`config.mk`:
```
export PLATFORM = sky130hd
export DESIGN_NAME = fir_mac_decim_flat
export DESIGN_NICKNAME = d
export VERILOG_FILES = /design/src/rtl/fir_mac_decim_if.sv /design/src/rtl/fir_mac_decim.sv /design/src/flat_wrapper.sv
export SDC_FILE = /design/constraint.sdc
export NUM_CORES = 2
export LEC_CHECK = 0
export ABC_CLOCK_PERIOD_IN_PS = 26300
export BUFFER_PORTS_ARGS = -buffer_cell sky130_fd_sc_hd__buf_2
export CORE_ASPECT_RATIO = 0.6
export CORE_MARGIN = 2
export CORE_UTILIZATION = 54
export DETAILED_ROUTE_END_ITERATION = 8
export PLACE_DENSITY = 0.74
export SETUP_SLACK_MARGIN = 0.3
export SLEW_MARGIN = 20
export SYNTH_ARGS = -nofsm -noshare
export SYNTH_HDL_FRONTEND = slang
export SYNTH_SLANG_ARGS = --single-unit
```
`constraint.sdc`:
```
create_clock -name clk -period 26.3 [get_ports clk]
set_input_delay 7.89 -clock clk [delete_from_list [all_inputs] [get_ports clk]]
set_output_delay 7.89 -clock clk [all_outputs]
set_load 0.05 [all_outputs]
```
`src/rtl/fir_mac_decim_if.sv`:
```
// Sample/coefficient bus for fir_mac_decim: input handshake, coefficient port,
// flush and output strobe grouped so source and filter share one connection.
interface fir_mac_decim_if #(
  parameter int WIDTH      = 16,
  parameter int COEF_WIDTH = 16,
  parameter int TAPS       = 17
);
  localparam int AW = (TAPS > 1) ? $clog2(TAPS) : 1;

  logic                         flush_i;
  logic                         coef_we_i;
  logic [AW-1:0]                coef_addr_i;
  logic signed [COEF_WIDTH-1:0] coef_data_i;
  logic                         in_valid_i;
  logic                         in_ready_o;
  logic signed [WIDTH-1:0]      data_i;
  logic                         out_valid_o;
  logic signed [WIDTH-1:0]      data_o;

  modport master (
    output flush_i, coef_we_i, coef_addr_i, coef_data_i, in_valid_i, data_i,
    input  in_ready_o, out_valid_o, data_o
  );

  modport slave (
    input  flush_i, coef_we_i, coef_addr_i, coef_data_i, in_valid_i, data_i,
    output in_ready_o, out_valid_o, data_o
  );
endinterface

```
`src/rtl/fir_mac_decim.sv`:
```
// Time-multiplexed FIR low-pass with optional decimation: one signed MAC walks
// the TAPS products serially, then rounds and saturates into a one-cycle strobe.
module fir_mac_decim #(
  parameter int WIDTH      = 16,
  parameter int COEF_WIDTH = 16,
  parameter int TAPS       = 17,
  parameter int DECIM      = 1
) (
  input logic            clk,
  input logic            rst,
  fir_mac_decim_if.slave bus
);
  localparam int ACC_W = WIDTH + COEF_WIDTH + $clog2(TAPS);
  localparam int AW    = $clog2(TAPS);
  localparam int PW    = (DECIM > 1) ? $clog2(DECIM) : 1;
  localparam int PRW   = WIDTH + COEF_WIDTH;
  localparam int F     = COEF_WIDTH - 1;
  localparam int RW    = ACC_W - F;

  localparam logic signed [ACC_W-1:0] RND_HALF = {{(ACC_W-1){1'b0}}, 1'b1} << (F - 1);
  localparam logic signed [RW-1:0]    R_MAX    = {{(RW-WIDTH+1){1'b0}}, {(WIDTH-1){1'b1}}};
  localparam logic signed [RW-1:0]    R_MIN    = {{(RW-WIDTH+1){1'b1}}, {(WIDTH-1){1'b0}}};

  typedef enum logic [1:0] {S_IDLE, S_MAC, S_OUT} state_t;

  state_t                    state_q, state_d;
  logic [PW-1:0]             phase_q, phase_d;
  logic [AW-1:0]             idx_q, idx_d;
  logic signed [ACC_W-1:0]   acc_q, acc_d;
  logic signed [WIDTH-1:0]   data_q, data_d;
  logic signed [WIDTH-1:0]   buff_q [TAPS];
  logic signed [COEF_WIDTH-1:0] coef_q [TAPS];

  logic                      in_ready_w, accept_w, out_fire_w, coef_wr_w;
  logic signed [PRW-1:0]     prod_w;
  logic signed [ACC_W-1:0]   prod_ext_w;
  logic signed [WIDTH-1:0]   out_val_w;

  function automatic logic signed [RW-1:0] round_acc(input logic signed [ACC_W-1:0] a);
    return RW'((a + RND_HALF) >>> F);
  endfunction

  function automatic logic signed [WIDTH-1:0] saturate(input logic signed [RW-1:0] r);
    if (r > R_MAX)      return {1'b0, {(WIDTH-1){1'b1}}};
    else if (r < R_MIN) return {1'b1, {(WIDTH-1){1'b0}}};
    else                return r[WIDTH-1:0];
  endfunction

  assign in_ready_w = (state_q == S_IDLE);
  assign accept_w   = bus.in_valid_i & in_ready_w & ~bus.flush_i;
  assign out_fire_w = (state_q == S_OUT) & ~bus.flush_i;
  // Coefficients may only change while no computation is reading them.
  assign coef_wr_w  = bus.coef_we_i & in_ready_w & (int'(bus.coef_addr_i) < TAPS);

  assign prod_w     = coef_q[idx_q] * buff_q[idx_q];
  assign prod_ext_w = {{(ACC_W-PRW){prod_w[PRW-1]}}, prod_w};
  assign out_val_w  = saturate(round_acc(acc_q));

  assign bus.in_ready_o  = in_ready_w;
  assign bus.out_valid_o = out_fire_w;
  assign bus.data_o      = out_fire_w ? out_val_w : data_q;

  always_comb begin
    state_d = state_q;
    phase_d = phase_q;
    idx_d   = idx_q;
    acc_d   = acc_q;
    data_d  = data_q;
    if (out_fire_w) data_d = out_val_w;
    if (bus.flush_i) begin
      state_d = S_IDLE;
      phase_d = '0;
      idx_d   = '0;
      acc_d   = '0;
    end else begin
      case (state_q)
        S_IDLE: begin
          if (accept_w) begin
            if (phase_q == PW'(DECIM - 1)) begin
              phase_d = '0;
              acc_d   = '0;
              idx_d   = '0;
              state_d = S_MAC;
            end else begin
              phase_d = phase_q + 1'b1;
            end
          end
        end
        S_MAC: begin
          acc_d = acc_q + prod_ext_w;
          idx_d = idx_q + 1'b1;
          if (idx_q == AW'(TAPS - 1)) begin
            idx_d   = '0;
            state_d = S_OUT;
          end
        end
        S_OUT:   state_d = S_IDLE;
        default: state_d = S_IDLE;
      endcase
    end
  end

  always_ff @(posedge clk or posedge rst) begin
    if (rst) begin
      state_q <= S_IDLE;
      phase_q <= '0;
      idx_q   <= '0;
      acc_q   <= '0;
      data_q  <= '0;
    end else begin
      state_q <= state_d;
      phase_q <= phase_d;
      idx_q   <= idx_d;
      acc_q   <= acc_d;
      data_q  <= data_d;
    end
  end

  // Delay line (index 0 = newest sample) and coefficient store.
  always_ff @(posedge clk or posedge rst) begin
    if (rst) begin
      for (int k = 0; k < TAPS; k++) begin
        buff_q[k] <= '0;
        coef_q[k] <= '0;
      end
    end else begin
      if (bus.flush_i) begin
        for (int k = 0; k < TAPS; k++) buff_q[k] <= '0;
      end else if (accept_w) begin
        buff_q[0] <= bus.data_i;
        for (int k = 1; k < TAPS; k++) buff_q[k] <= buff_q[k-1];
      end
      if (coef_wr_w) coef_q[bus.coef_addr_i] <= bus.coef_data_i;
    end
  end
endmodule
```
`src/flat_wrapper.sv`:
```
// flat-port wrapper written by rule: the top's interface ports become plain ports
module fir_mac_decim_flat 
#(
  parameter int WIDTH      = 16,
  parameter int COEF_WIDTH = 16,
  parameter int TAPS       = 17,
  parameter int DECIM      = 1
)
  (clk, rst, bus_flush_i, bus_coef_we_i, bus_coef_addr_i, bus_coef_data_i, bus_in_valid_i, bus_data_i, bus_in_ready_o, bus_out_valid_o, bus_data_o);
  fir_mac_decim_if #(.WIDTH(WIDTH), .COEF_WIDTH(COEF_WIDTH), .TAPS(TAPS)) bus_i ();
  input logic clk;
  input logic rst;
  input wire logic [$bits(bus_i.flush_i)-1:0] bus_flush_i;
  input wire logic [$bits(bus_i.coef_we_i)-1:0] bus_coef_we_i;
  input wire logic [$bits(bus_i.coef_addr_i)-1:0] bus_coef_addr_i;
  input wire logic [$bits(bus_i.coef_data_i)-1:0] bus_coef_data_i;
  input wire logic [$bits(bus_i.in_valid_i)-1:0] bus_in_valid_i;
  input wire logic [$bits(bus_i.data_i)-1:0] bus_data_i;
  output wire logic [$bits(bus_i.in_ready_o)-1:0] bus_in_ready_o;
  output wire logic [$bits(bus_i.out_valid_o)-1:0] bus_out_valid_o;
  output wire logic [$bits(bus_i.data_o)-1:0] bus_data_o;
  assign bus_i.flush_i = bus_flush_i;
  assign bus_i.coef_we_i = bus_coef_we_i;
  assign bus_i.coef_addr_i = bus_coef_addr_i;
  assign bus_i.coef_data_i = bus_coef_data_i;
  assign bus_i.in_valid_i = bus_in_valid_i;
  assign bus_i.data_i = bus_data_i;
  assign bus_in_ready_o = bus_i.in_ready_o;
  assign bus_out_valid_o = bus_i.out_valid_o;
  assign bus_data_o = bus_i.data_o;
  fir_mac_decim #(.WIDTH(WIDTH), .COEF_WIDTH(COEF_WIDTH), .TAPS(TAPS), .DECIM(DECIM)) u_core (.clk(clk), .rst(rst), .bus(bus_i));
endmodule
```
==> results.md <==
* Synth Area in XOR/XNOR at 0.0118
* First-pass GRT wire length at 152000 um
* Final Max Tran Viols at 0
* CTS hold repair buffers at 0
* CP Launch Type: primary input
* CP bufs+invs at 3
* Worst EP required at roughly 18000 ps
* Layout area overhead at 7.49%
* CP Class: in -> out
* Pin count of the biggest net entering global routing at 150
* Crit share post-route at 0.709
* RSZ-0062 raised after global routing: false
* Synthesis-stage register bit count at 604
* Post-synth top flop: dfrtp_1
* Initial DRC Count at 2817
* Fillers at 5863
* Placed cells at 4491
* Clk Latency, worst-skew pair at 640 ps
* Post-Synth Adder-Cell Area at 0.198
* Worst Tran Pin Value at 1200 ps
* Post-route ant nets at 0
* CP top delay family: simple AND/OR/NAND/NOR gates
* Simple-gate share of the synthesized area at 0.105
* CP dominant cell by count: nor2_1
* CTS Buf Count at 56
* Port buffer count at between 50 and 60
* Clock buffer depth at 3
* Minimum clock period at 18650 ps
* Worst Path Max Fanout at ~130
* Grt ovf at 0
* Slew margin rel. at 0.200
* Die Width at 352 um
* Synth Area in Compound Gates at 0.0724
* Arr. time, crit path at between 10000 and 15000 ps
* Worst hold-check path type: reg -> reg
* Via density per instance at 5.77
* Fin util at 0.587
* Clock Skew at between 20 and 25 ps
* CP cell instances: clkbuf_8, nor2_1, nand2_1, inv_1, nand3_1, nor4_1, nor2_1, o211ai_1, buf_2
* Worst VDD drop at 0.0000508 V
* Clock root buffer: clkbuf_16
* Worst setup margin at 7650 ps
* CTS tree: yes
* Gpl congestion at approximately 0.9
* Boundary pin count at 60
* DPL Wire Length at 61700 um
* Fin Hold WS at 500 ps
* Ys async rst share at 1.00
* Max incr delay on CP at 800 ps
* Final net count at 4046
* Clk sink count at 604
* WL final at 91600 um
* Die Ht at 213 um
* Die footprint at 74800 um2
* Post-placement setup slack at 7620 ps
* Drc violations at 0
* Finished Layout Cells at 4599
* Most frequent cells in the layout: nand2_1 (747), dfrtp_1 (600), inv_1 (353), fa_1 (318), a21oi_1 (316)
* Leakage power at 0.0196 uW
* # rows at 76
* Count of yosys warnings during synthesis at 0
* DR vias at about 27k
* Crit. End Element: output pin
* Buffer count from post-CTS setup fixing at 0
* Synth Net Count at roughly 4k
* Initial core utilization at 0.546
* Max Clock Freq at 53.6 MHz
* Final setup TNS at 0 ps
* Largest family of logic cells by synthesized area: adder cells
* Mapped Cells at 3638
* Post-synthesis mux area share at 0.169
* H-tree depth at 2
* Status: completed
* Total global-route track usage at 0.259
* CP max stage cell: nor2_1
* Most common cell after layout, fill and taps aside: nand2_1
* Sequential cell area fraction in the yosys report at 0.386
* Netlist cell types at 64
* Share of layout cells above drive strength 1 at 0.178
* CTS resizes at 0
* Max-cap violations at 0
* Average wire per standard cell at 19.9 um
* DR pass1 iterations at 5
* Post-Syn Area at a little under 40000 um2
* CTS clk-pin slew, worst paths at 70 ps
* Initial antenna violation count at 6
* Core footprint at 71800 um2
* Finish-stage setup viols at 0
* Post-synthesis area per instance at 10.8 um2
* Number of synthesized flops with an enable pin at 0
* Vias in the first global route at about 27k
* Hold Fails Final Rpt at 0
* PwrDens at 57.9 nW/um2
==> worst reg2reg max path, cell delays in order, from the launching register on <==
cell and delay, ps:
dfrtp_4 1010, buf_12 640, nor2b_1 250, a22oi_1 180, o311ai_0 160, a31oi_1 270
a211o_1 470, nand2b_1 200, fa_1 690, inv_1 160, fa_1 890, fa_1 530
fa_1 500, fa_1 490, inv_1 50, fa_1 480, inv_1 40, ha_1 380
nand2_1 210, or4_4 570, a2111oi_2 520, nor4_2 270, and2_1 260, o41ai_2 430
o41a_2 200, xnor2_1 110, o21ai_1 70
==> cell usage after synthesis, types with 15 or more instances <==
| library cell | count | share of area |
|---|---|---|
| nand2_1 | 751 | 0.072 |
| dfrtp_1 | 604 | 0.39 |
| inv_1 | 354 | 0.034 |
| fa_1 | 318 | 0.16 |
| a21oi_1 | 316 | 0.040 |
| mux2_2 | 284 | 0.082 |
| nor2_1 | 192 | 0.018 |
| clkbuf_1 | 166 | 0.016 |
| mux4_2 | 144 | 0.083 |
| ha_1 | 112 | 0.036 |
| o21ai_0 | 50 | 0.0064 |
| buf_2 | 36 | 0.0046 |
| xnor2_1 | 30 | 0.0067 |
| xor2_1 | 23 | 0.0051 |
| o21a_1 | 22 | 0.0042 |
| a22o_1 | 21 | 0.0047 |
| mux2i_1 | 19 | 0.0049 |
| o211ai_1 | 17 | 0.0033 |
| nand3_1 | 15 | 0.0019 |
==> power breakdown <==
| group | switching [uW] | internal (uW) | leakage, uW |
|---|---|---|---|
| Combinational | 322 | 219 | 0.0104 |
| Clock | 376 | 489 | 0.000943 |
| Sequential | 45.4 | 986 | 0.00828 |
==> path summary, 6_finish.rpt <==
path | end | start | depth (start not counted) | slack, ps
max | bus_data_o[2] | bus_flush_i | 9 | 7650
min | u_core.coef_q[226] | u_core.coef_q[226] | 1 | 500
max reg2reg | u_core.acc_q[36] | u_core.idx_q[0] | 26 | 16130
min reg2reg | u_core.coef_q[226] | u_core.coef_q[226] | 1 | 500
max in group asynchronous | u_core.buff_q[14] | rst | 5 | 15550
min in group asynchronous | u_core.coef_q[227] | rst | 2 | 7440
==> cell families after synthesis <==
family,after synthesis
and+or+nand+nor,1036
DFF,604
buffers and inverters,575
AOI/OAI and AO/OA,493
muxes,447
adders and majority gates,430
xor gates and xnor gates,53
==> metal layers <==
metal / GRT usage / vias up / wire [um]
met5: 0 / - / 8
met4: 0.0497 / 2 / 1620
met3: 0.0638 / 107 / 7920
met2: 0.382 / 836 / 40100
met1: 0.394 / 13700 / 42000
li1: - / 11900 / -
==> sequential cells by signal (all words and copies together), names as in the netlist <==
name            count
u_core.coef_q     272
u_core.state_q      2
u_core.idx_q        5
u_core.data_q      16
u_core.acc_q       37
u_core.buff_q     272
==> metrics by stage <==
step	area [um2]	total power, uW
after global placement	40100	1570
final	42100	2440
after floorplan	39200	1450
after CTS	42100	2450
after detailed placement	40200	1590
after global routing	42100	2580
==> area by class of cell <==
class / instances / area (um2) / share of cell area
multi-input cells: 2459 / 21900 / 0.519
flip-flops and latches: 604 / 15100 / 0.359
clock buffers: 81 / 1620 / 0.0384
inverters: 354 / 1340 / 0.0317
well taps: 975 / 1220 / 0.0290
repair buffers: 99 / 624 / 0.0148
clock inverters: 21 / 320 / 0.00761
diodes: 6 / 15.0 / 0.000357
Note: power is estimated with default switching activity, not from simulation.
